## config.mk

```make
export PLATFORM = sky130hd
export DESIGN_NAME = temp_monitor
export DESIGN_NICKNAME = d
export VERILOG_FILES = /design/src/rtl/temp_pkg.sv /design/src/rtl/temp_fmt.sv /design/src/rtl/temp_monitor.sv
export SDC_FILE = /design/constraint.sdc
export NUM_CORES = 1
export LEC_CHECK = 0
export ABC_AREA = 1
export CAP_MARGIN = 20
export CORE_MARGIN = 4
export CORE_UTILIZATION = 59
export DETAILED_ROUTE_END_ITERATION = 6
export PLACE_DENSITY = 0.81
export SLEW_MARGIN = 20
export SYNTH_ARGS = -nofsm -noshare
export SYNTH_HDL_FRONTEND = slang
export SYNTH_SLANG_ARGS = --single-unit
```

## constraint.sdc

```tcl
create_clock -name clk_100MHz -period 9.3 [get_ports clk_100MHz]
set_clock_uncertainty 0.2 [all_clocks]
set_input_delay 1.86 -clock clk_100MHz [delete_from_list [all_inputs] [get_ports clk_100MHz]]
set_output_delay 1.86 -clock clk_100MHz [all_outputs]
set_load 0.02 [all_outputs]
```

## src/rtl/temp_pkg.sv

```systemverilog
// Shared types and helpers for the temperature monitor datapath.
package temp_pkg;

    // Raw sensor scale: 1/16 degC per LSB.
    localparam int LSB_PER_DEGC = 16;
    localparam int DEGC_SHIFT   = $clog2(LSB_PER_DEGC);

    // Read-cycle sequencer states.
    typedef enum logic [1:0] {
        IDLE,
        WAIT,
        ACCUM,
        UPDATE
    } state_e;

    // Clamp a signed value into the signed 8-bit range [-128, 127].
    function automatic logic signed [7:0] sat8(input logic signed [31:0] v);
        if (v > 32'sd127) begin
            return 8'sh7f;
        end else if (v < -32'sd128) begin
            return 8'sh80;
        end else begin
            return v[7:0];
        end
    endfunction

endpackage

```

## src/rtl/temp_fmt.sv

```systemverilog
// Raw temperature to integer degC/degF conversion with registered outputs.
// The saturated degC value is also exposed combinationally so that a caller
// can act on it in the same cycle the registers load.
module temp_fmt
    import temp_pkg::*;
#(
    parameter int DATA_W = 13
) (
    input  logic                     clk_i,
    input  logic                     reset_i,
    input  logic                     load_i,
    input  logic signed [DATA_W-1:0] raw_i,
    output logic signed [7:0]        c_comb_o,
    output logic signed [7:0]        avg_c_o,
    output logic signed [7:0]        avg_f_o
);

    logic signed [7:0]  avg_c_q, avg_c_d;
    logic signed [7:0]  avg_f_q, avg_f_d;
    logic signed [31:0] f_wide;

    // Floor to whole degC, then degF = C*9/5 + 32 truncated toward zero.
    always_comb begin
        avg_c_d = sat8(32'(raw_i >>> DEGC_SHIFT));
        f_wide  = (32'(avg_c_d) * 32'sd9) / 32'sd5 + 32'sd32;
        avg_f_d = sat8(f_wide);
    end

    // Capture converted values only when the caller publishes a new average.
    always_ff @(posedge clk_i) begin
        // NOTE: non-blocking assignments keep every register sampling the
        // pre-edge values, so evaluation order between blocks cannot matter.
        if (reset_i) begin
            avg_c_q <= '0;
            avg_f_q <= '0;
        end else if (load_i) begin
            avg_c_q <= avg_c_d;
            avg_f_q <= avg_f_d;
        end
    end

    assign c_comb_o = avg_c_d;
    assign avg_c_o  = avg_c_q;
    assign avg_f_o  = avg_f_q;

endmodule

```

## src/rtl/temp_monitor.sv

```systemverilog
// Paced sensor reader: requests a raw sample every SAMPLE_DIV cycles,
// averages 2^AVG_LOG2 samples and publishes degC/degF, min/max, hysteretic
// alarms and a sticky sensor-timeout fault.
module temp_monitor
    import temp_pkg::*;
#(
    parameter int DATA_W      = 13,
    parameter int AVG_LOG2    = 3,
    parameter int SAMPLE_DIV  = 25_000_000,
    parameter int TIMEOUT_CYC = 1_000_000,
    parameter int HYST        = 16
) (
    input  logic                     clk_100MHz,
    input  logic                     reset,
    output logic                     sample_req,
    input  logic                     raw_valid,
    input  logic signed [DATA_W-1:0] raw_data,
    input  logic signed [DATA_W-1:0] thr_high,
    input  logic signed [DATA_W-1:0] thr_low,
    input  logic                     clr_minmax,
    output logic                     avg_valid,
    output logic signed [DATA_W-1:0] avg_raw,
    output logic signed [7:0]        avg_c,
    output logic signed [7:0]        avg_f,
    output logic signed [7:0]        min_c,
    output logic signed [7:0]        max_c,
    output logic                     minmax_ok,
    output logic                     alarm_high,
    output logic                     alarm_low,
    output logic                     sensor_fault
);

    localparam int ACC_W = DATA_W + AVG_LOG2;
    localparam int CNT_W = AVG_LOG2 + 1;
    localparam int WIN   = 1 << AVG_LOG2;
    localparam int PER_W = $clog2(SAMPLE_DIV + 1);
    localparam int TO_W  = $clog2(TIMEOUT_CYC + 1);
    localparam int EXT_W = DATA_W + 2;

    state_e                    state_q, state_d;
    logic [PER_W-1:0]          period_q, period_d;
    logic [TO_W-1:0]           wait_q, wait_d;
    logic signed [ACC_W-1:0]   acc_q, acc_d;
    logic [CNT_W-1:0]          cnt_q, cnt_d;
    logic                      req_q, req_d;
    logic                      fault_q, fault_d;

    logic                      valid_q, valid_d;
    logic signed [DATA_W-1:0]  avg_raw_q, avg_raw_d;
    logic signed [7:0]         min_q, min_d;
    logic signed [7:0]         max_q, max_d;
    logic                      ok_q, ok_d;
    logic                      ah_q, ah_d;
    logic                      al_q, al_d;

    logic                      period_zero;
    logic                      upd;
    logic signed [DATA_W-1:0]  avg_now;
    logic signed [7:0]         c_now;
    logic signed [EXT_W-1:0]   avg_x, hi_set, hi_clr, lo_set, lo_clr;

    assign period_zero = (period_q == '0);
    assign upd         = (state_q == UPDATE);
    assign avg_now     = DATA_W'(acc_q >>> AVG_LOG2);

    assign avg_x  = EXT_W'(avg_now);
    assign hi_set = EXT_W'(thr_high);
    assign hi_clr = EXT_W'(thr_high) - EXT_W'(HYST);
    assign lo_set = EXT_W'(thr_low);
    assign lo_clr = EXT_W'(thr_low) + EXT_W'(HYST);

    // Sequencer next state plus pacing, timeout and accumulation datapath.
    always_comb begin
        // NOTE: every variable gets a default first so no path leaves one
        // unassigned, which would otherwise infer a latch.
        state_d  = state_q;
        acc_d    = acc_q;
        cnt_d    = cnt_q;
        wait_d   = wait_q;
        fault_d  = fault_q;
        req_d    = 1'b0;
        period_d = period_zero ? PER_W'(SAMPLE_DIV - 1) : period_q - 1'b1;

        case (state_q)
            IDLE: begin
                wait_d = '0;
                if (period_zero) begin
                    req_d   = 1'b1;
                    state_d = WAIT;
                end
            end
            WAIT: begin
                if (raw_valid) begin
                    acc_d   = acc_q + ACC_W'(raw_data);
                    cnt_d   = cnt_q + 1'b1;
                    fault_d = 1'b0;
                    state_d = ACCUM;
                end else if (wait_q == TO_W'(TIMEOUT_CYC - 1)) begin
                    // Sensor went silent: drop the partial window.
                    fault_d = 1'b1;
                    acc_d   = '0;
                    cnt_d   = '0;
                    state_d = IDLE;
                end else begin
                    wait_d = wait_q + 1'b1;
                end
            end
            ACCUM: begin
                state_d = (cnt_q == CNT_W'(WIN)) ? UPDATE : IDLE;
            end
            UPDATE: begin
                acc_d   = '0;
                cnt_d   = '0;
                state_d = IDLE;
            end
            default: state_d = IDLE;
        endcase
    end

    // Sequencer state register.
    always_ff @(posedge clk_100MHz) begin
        if (reset) begin
            state_q <= IDLE;
        end else begin
            state_q <= state_d;
        end
    end

    // Pacing counter, timeout timer, accumulator and status flags.
    always_ff @(posedge clk_100MHz) begin
        if (reset) begin
            period_q <= PER_W'(SAMPLE_DIV - 1);
            wait_q   <= '0;
            acc_q    <= '0;
            cnt_q    <= '0;
            req_q    <= 1'b0;
            fault_q  <= 1'b0;
        end else begin
            period_q <= period_d;
            wait_q   <= wait_d;
            acc_q    <= acc_d;
            cnt_q    <= cnt_d;
            req_q    <= req_d;
            fault_q  <= fault_d;
        end
    end

    // Result publication: average, min/max tracking and hysteretic alarms.
    always_comb begin
        valid_d   = 1'b0;
        avg_raw_d = avg_raw_q;
        min_d     = min_q;
        max_d     = max_q;
        ok_d      = ok_q;
        ah_d      = ah_q;
        al_d      = al_q;

        if (upd) begin
            valid_d   = 1'b1;
            avg_raw_d = avg_now;
            if (!ok_q || clr_minmax) begin
                min_d = c_now;
                max_d = c_now;
                ok_d  = 1'b1;
            end else begin
                if (c_now < min_q) min_d = c_now;
                if (c_now > max_q) max_d = c_now;
            end
            if (avg_x >= hi_set)      ah_d = 1'b1;
            else if (avg_x < hi_clr)  ah_d = 1'b0;
            if (avg_x <= lo_set)      al_d = 1'b1;
            else if (avg_x > lo_clr)  al_d = 1'b0;
        end else if (clr_minmax) begin
            ok_d = 1'b0;
        end
    end

    // Result registers.
    always_ff @(posedge clk_100MHz) begin
        if (reset) begin
            valid_q   <= 1'b0;
            avg_raw_q <= '0;
            min_q     <= '0;
            max_q     <= '0;
            ok_q      <= 1'b0;
            ah_q      <= 1'b0;
            al_q      <= 1'b0;
        end else begin
            valid_q   <= valid_d;
            avg_raw_q <= avg_raw_d;
            min_q     <= min_d;
            max_q     <= max_d;
            ok_q      <= ok_d;
            ah_q      <= ah_d;
            al_q      <= al_d;
        end
    end

    temp_fmt #(
        .DATA_W (DATA_W)
    ) u_fmt (
        .clk_i    (clk_100MHz),
        .reset_i  (reset),
        .load_i   (upd),
        .raw_i    (avg_now),
        .c_comb_o (c_now),
        .avg_c_o  (avg_c),
        .avg_f_o  (avg_f)
    );

    assign sample_req   = req_q;
    assign sensor_fault = fault_q;
    assign avg_valid    = valid_q;
    assign avg_raw      = avg_raw_q;
    assign min_c        = min_q;
    assign max_c        = max_q;
    assign minmax_ok    = ok_q;
    assign alarm_high   = ah_q;
    assign alarm_low    = al_q;

endmodule

```

==> flow_summary.yaml, run 1 <==
status:
  status: "complete, no violations"
sta:
  max_slew_margin: 0.400
  min_period_over_period: 0.959
  tightest_slew_ns: 0.894
  holdWs_ns: 0.207
  rsz0062_at_grt: "true"
  layout_min_cycle_time_ns: 8.92
  max_freq_mhz: 112
  slew_viol_final: 0
  hold_viol_final: 0
  fin_ws_ns: 0.381
  setup_violations: 0
floorplanning:
  ios: 94
  die_x_um: 134
  rows: 45
  die_area_sq_um: 18000
  start_util: 0.609
  die_y_um: 134
  core_area_sq_um: 15400
cts:
  root_buffer: "clkbuf_16"
  clkLatencyLatePin_ns: 0.44
  cts_tree: "done"
  cts_num_sinks: 118
  clk_pin_slew_ns: 0.06
  h-tree-depth: 4
  cts.path.max_buffers: 2
  cts_buffers: 17
  cts_hold_buf: 0
critical_path:
  r2r_cells: 74
  arrival_ns: 9.09
  r2r-start: "acc_q[15]"
  slowest_stage: "ha_1"
  crit_required_ns: 9.47
  startpoint_type: "register"
  critPathKind: "reg2reg"
  crit-reg2reg-capture: "u_fmt.avg_f_o[6]"
  crit_path_max_fanout: 7
  critical_path.most_common_cell: "nand2_1"
  reg2reg_slack_ns: 0.38
  max_stage_delay_ns: 0.39
  critPathCaptureType: "register"
logic_synthesis:
  seq_area_frac_synth: 0.251
  yosys.area.top_type: "dfxtp_1"
  synth_ff_type: "dfxtp_1"
  ys_top_cells_by_area: "dfxtp_1 (25%), ha_1 (13%), nand2_1 (12%), inv_1 (7.6%), a21oi_1 (5.8%)"
  async_flop_share: 0
  synth_nets: 1556
  yosysWarnings: 0
  ys_ff_latch: 118
  syn_area_sq_um: 9400
  postSynthAreaPerCell_sq_um: 6.65
  synth_top_area_share: 0.251
  synthDistinctLibCells: 51
  synth-edff-count: 0
  postSynthCellCount: 1412
  synth_most_common_cell: "nand2_1"
  synth.top_cells.by_count: "nand2_1 (290), inv_1 (191), nor2_1 (141)"
global_routing:
  grt_pass1_vias: 8635
  grt_pass1_wl_mm: 39.1
  grt_use_total: 0.264
  grt_max_degree: 50
  grt.overflow.total: 0
  antenna_found_initial: 0
place:
  gp_routability_congestion: 0.937
  place.port_buffers: 93
  dp_cells: 1702
  place_hpwl_mm: 17.4
  dp_slack_ns: -0.00946
route:
  wl_per_cell_um: 14.3
  drc: 0
  drt-initial-drc-count: 663
  ant_nets: 0
  vias: 9564
  dr.pass1.iters: 6
  viasPerCell: 5.42
  wirelength_mm: 25.3
min_path:
  hold_path.class: "reg2reg"
  min_from: "period_q[0]"
  worstHoldPathCells: 1
  min_to: "period_q[0]"
finish:
  drive_above_1_share: 0.156
  nNetsFinal: 1686
  area_growth_pct: 25.4
  instances_no_fill: 1766
  antenna-diode-count: 0
power_and_ir_drop:
  power_w: 0.00132
  power_leakage_nw: 5.64
  powerDensity_nw_per_um2: 112
  ir_drop_uv: 137
flow_run:
  max_cap_violations: 0
==> layer usage <==
layer / share of wire / up-vias / GRT usage
li1: - / 4871 / -
met4: 0.034 / 0 / 0.128
met3: 0.065 / 68 / 0.0514
met1: 0.42 / 4307 / 0.326
met2: 0.48 / 318 / 0.441
met5: 0 / - / 0
==> power breakdown <==
| part | internal, W | switching [W] | leakage [nW] |
|---|---|---|---|
| Sequential | 0.000506 | 0.000000727 | 0.954 |
| Clock | 0.000497 | 0.000250 | 0.319 |
| Combinational | 0.0000313 | 0.0000353 | 4.37 |
==> critical path, delay by kind of cell, from the launching register on <==
family | cells | cell delay [ns]
AOI/OAI and AO/OA | 4 | 0.65
xor gates and xnor gates | 1 | 0.17
buffers and inverters | 13 | 1.20
and+or+nand+nor | 52 | 5.30
adders and majority gates | 4 | 0.93
DFF | 1 | 0.37
==> per-stage QoR <==
stage / utilization / area, sq um / TNS [ns]
after floorplan: - / 9400 / 0
after global placement: 0.684 / 10600 / 0
after detailed placement: 0.684 / 10600 / -0.0164
after CTS: 0.728 / 11200 / 0
after global routing: 0.764 / 11800 / -1.71
final: 0.764 / 11800 / 0
==> state kept, by name, indices dropped and copies added, names as in the netlist, 2 cells and up <==
| name | count |
|---|---|
| acc_q | 16 |
| avg_raw | 13 |
| cnt_q | 4 |
| max_c | 8 |
| min_c | 8 |
| period_q | 25 |
| state_q | 2 |
| u_fmt.avg_c_o | 8 |
| u_fmt.avg_f_o | 8 |
| wait_q | 20 |
==> worst max-delay path by stage <==
stage / start / end / slack (ns) / cells after the start
4_1_cts: acc_q[15] / u_fmt.avg_f_o[5] / 0.002 / 68
6_report: acc_q[15] / u_fmt.avg_f_o[6] / 0.38 / 74
2_1_floorplan: acc_q[15] / u_fmt.avg_f_o[5] / 0.87 / 79
5_1_grt: acc_q[15] / u_fmt.avg_f_o[0] / -0.25 / 76
3_5_place_dp: acc_q[14] / u_fmt.avg_f_o[3] / -0.009 / 68
3_3_place_gp: acc_q[14] / u_fmt.avg_f_o[0] / 0.36 / 72
==> logic make-up after synthesis <==
family / share of synthesized area
AOI/OAI and AO/OA: 0.149
xor gates and xnor gates: 0.0401
adders and majority gates: 0.136
buffers and inverters: 0.104
DFF: 0.251
and+or+nand+nor: 0.320
==> layout by cell type, fill, tap and decap left out, drive strengths merged, types with 4 or more instances in the layout <==
cell type      instances
dfxtp                118
o211ai                 8
clkbuf                21
nand2                340
a21oi                118
xnor2                  9
nand4                 24
a211oi                 4
or2                    6
buf                   44
nand3                 97
clkdlybuf4s50         93
nor4                   8
clkinv                 7
o21ai                 93
xor2                  34
nor3                  22
o31ai                  5
ha                    99
inv                  222
nor2                 149
bufinv                 5
a31oi                  4
==> cell type report <==
| class | count | area [sq um] |
|---|---|---|
| clock buffers | 21 | 470 |
| clock inverters | 11 | 196 |
| fillers | 1178 | 3640 |
| inverters | 226 | 860 |
| multi-input cells | 1042 | 6340 |
| flip-flops and latches | 118 | 2370 |
| well taps | 211 | 264 |
| repair buffers | 137 | 1280 |
==> timing repair <==
item,in CTS,in global routing
endpoints found under the setup margin,7,8
resized for setup,2,78
buffers inserted,0,32
pin swaps,0,26
No activity file was read; power rests on OpenSTA's default activity.
==> run 2, diff against run 1 <==
--- a/config.mk
+++ b/config.mk
@@ -15,3 +15,4 @@
 export SYNTH_ARGS = -nofsm -noshare
 export SYNTH_HDL_FRONTEND = slang
 export SYNTH_SLANG_ARGS = --single-unit
+export TNS_END_PERCENT = 100
==> results of run 2 <==
No change in the layout: final DEF, timing and power equal those of run 1.
==> run 3, diff against run 2 <==
--- a/config.mk
+++ b/config.mk
@@ -10,7 +10,7 @@
 export CORE_MARGIN = 4
 export CORE_UTILIZATION = 59
 export DETAILED_ROUTE_END_ITERATION = 6
-export PLACE_DENSITY = 0.81
+export PLACE_DENSITY = 0.85
 export SLEW_MARGIN = 20
 export SYNTH_ARGS = -nofsm -noshare
 export SYNTH_HDL_FRONTEND = slang
==> flow_summary.yaml, run 3 (synthesized netlist as in run 1, its figures left out) <==
critical_path:
  crit_required_ns: 9.45
  max_stage_delay_ns: 0.39
  crit_buf_inv: 15
  critPathKind: "reg2reg"
  slowest_stage: "fa_2"
  crit_path_max_fanout: 7
  critical_path.most_common_cell: "nand2_1"
  startpoint_type: "register"
  arrival_ns: 9.40
  critPathCaptureType: "register"
  critical_path.top_delay_family: "simple AND/OR/NAND/NOR gates"
sta:
  fin_ws_ns: 0.0437
  fin_tns_setup_ns: 0
  tightest_slew_ns: 0.816
  slew_viol_final: 0
  max_freq_mhz: 108
  min_period_over_period: 0.995
  hold_viol_final: 0
  setup_violations: 0
  max_slew_margin: 0.450
  layout_min_cycle_time_ns: 9.26
finish:
  largest_registers: "period_q: 25 flops, wait_q: 20 flops, acc_q: 16 flops"
  final_area_sq_um: 11900
  largest_register_ffs: 25
  nFillCells: 1155
  max_flop_register: "period_q"
  mostFrequentLayoutCells: "nand2_1 (271), inv_1 (183), nor2_1 (138), dfxtp_1 (116), a21oi_1 (107)"
  drive_above_1_share: 0.167
  final_common_cell: "nand2_1"
  instances_no_fill: 1771
  nNetsFinal: 1691
  antenna-diode-count: 0
  area_growth_pct: 26.5
route:
  dr.pass1.iters: 6
  ant_nets: 0
  wirelength_mm: 25.9
  viasPerCell: 5.55
  drc: 0
  wl_per_cell_um: 14.6
  drt-initial-drc-count: 816
  vias: 9823
power_and_ir_drop:
  pwr-share-clk: 0.556
  powerDensity_nw_per_um2: 109
  comb_power_share: 0.052
  p_switching_w: 0.000299
  power_w: 0.00129
  p_int_w: 0.000995
  p_sw_frac: 0.231
  ir_drop_uv: 140
  power_leakage_nw: 5.70
  seqPwrFrac: 0.392
floorplanning:
  rows: 45
  die_area_sq_um: 18000
  die_y_um: 134
  ios: 94
  core_area_sq_um: 15400
  start_util: 0.609
  die_x_um: 134
place:
  place.port_buffers: 93
  dp_slack_ns: -0.0541
  placed_cell_area_sq_um: 10600
  gp_routability_congestion: 0.947
  dp_cells: 1707
  place_hpwl_mm: 17.7
global_routing:
  grt_max_degree: 50
  antenna_found_initial: 0
  grt_use_total: 0.263
  grt_pass1_vias: 8807
  grt_pass1_wl_mm: 39.3
  grt.overflow.total: 0
cts:
  cts_hold_buf: 0
  root_buffer: "clkbuf_16"
  cts_num_sinks: 118
  cts_tree: "done"
  clkLatencyLatePin_ns: 0.43
  cts_buffers: 17
  h-tree-depth: 4
  clk_pin_slew_ns: 0.06
  cts.path.max_buffers: 2
min_path:
  hold_path.class: "reg2reg"
status:
  status: "complete, no violations"
flow_run:
  max_cap_violations: 0
-- run 3: cell types whose count changed in the layout (fill, tap and decap cells not counted), sizes merged --
cell    delta
bufinv     -1
inv        +3
clkbuf     -3
clkinv     +1
buf        +5
-- run 3: final cells by class --
cell class              instances  area, sq um  share of cell area
well taps                     211          264              0.0222
repair buffers                142         1320               0.111
inverters                     226          861              0.0724
flip-flops and latches        118         2370               0.199
clock buffers                  18          439              0.0369
clock inverters                14          200              0.0168
multi-input cells            1042         6440               0.541
-- run 3: metal layers --
layer | wire (um) | track usage | up-vias
li1 | - | - | 4893
met1 | 10900 | 0.322 | 4481
met2 | 12400 | 0.446 | 357
met3 | 1560 | 0.0544 | 92
met4 | 1140 | 0.115 | 0
met5 | 0 | 0 | -
-- run 3: worst paths after layout --
path	startpoint	to	slack, ns	cells after the start
hold reg to reg	period_q[0]	period_q[0]	0.21	1
setup reg to reg	acc_q[15]	u_fmt.avg_f_o[4]	0.04	79
hold / removal	period_q[0]	period_q[0]	0.21	1
setup / recovery	acc_q[15]	u_fmt.avg_f_o[4]	0.04	79
-- run 3: repair_timing --
item	CTS	global route
gates cloned	0	0
resized for setup	2	100
endpoints found under the setup margin	7	8
endpoints found under the hold margin	0	0
buffers inserted	0	32
pin swaps	0	40
-- run 3: stage by stage --
step / hold WS (ns) / util
after floorplan: 0.180 / -
after global placement: 0.190 / 0.687
after detailed placement: 0.204 / 0.687
after CTS: 0.217 / 0.728
after global routing: 0.245 / 0.771
final: 0.210 / 0.771
-- run 3: power groups by stage --
stage	Clock (W)	Combinational, W	Sequential [W]
5_1_grt	0.000748	0.0000760	0.000507
3_5_place_dp	0	0.0000660	0.000518
4_1_cts	0.000722	0.0000670	0.000507
3_3_place_gp	0	0.0000647	0.000518
2_1_floorplan	0	0.0000360	0.000518
6_report	0.000720	0.0000674	0.000507
-- run 3: worst reg2reg max path: cells and delay by family, from the launching register on --
| kind | cells | cell delay (ns) |
|---|---|---|
| simple gates | 55 | 5.36 |
| buf+inv | 15 | 1.35 |
| compound gates | 4 | 0.81 |
| flops | 1 | 0.36 |
| fa+ha+maj | 5 | 1.09 |
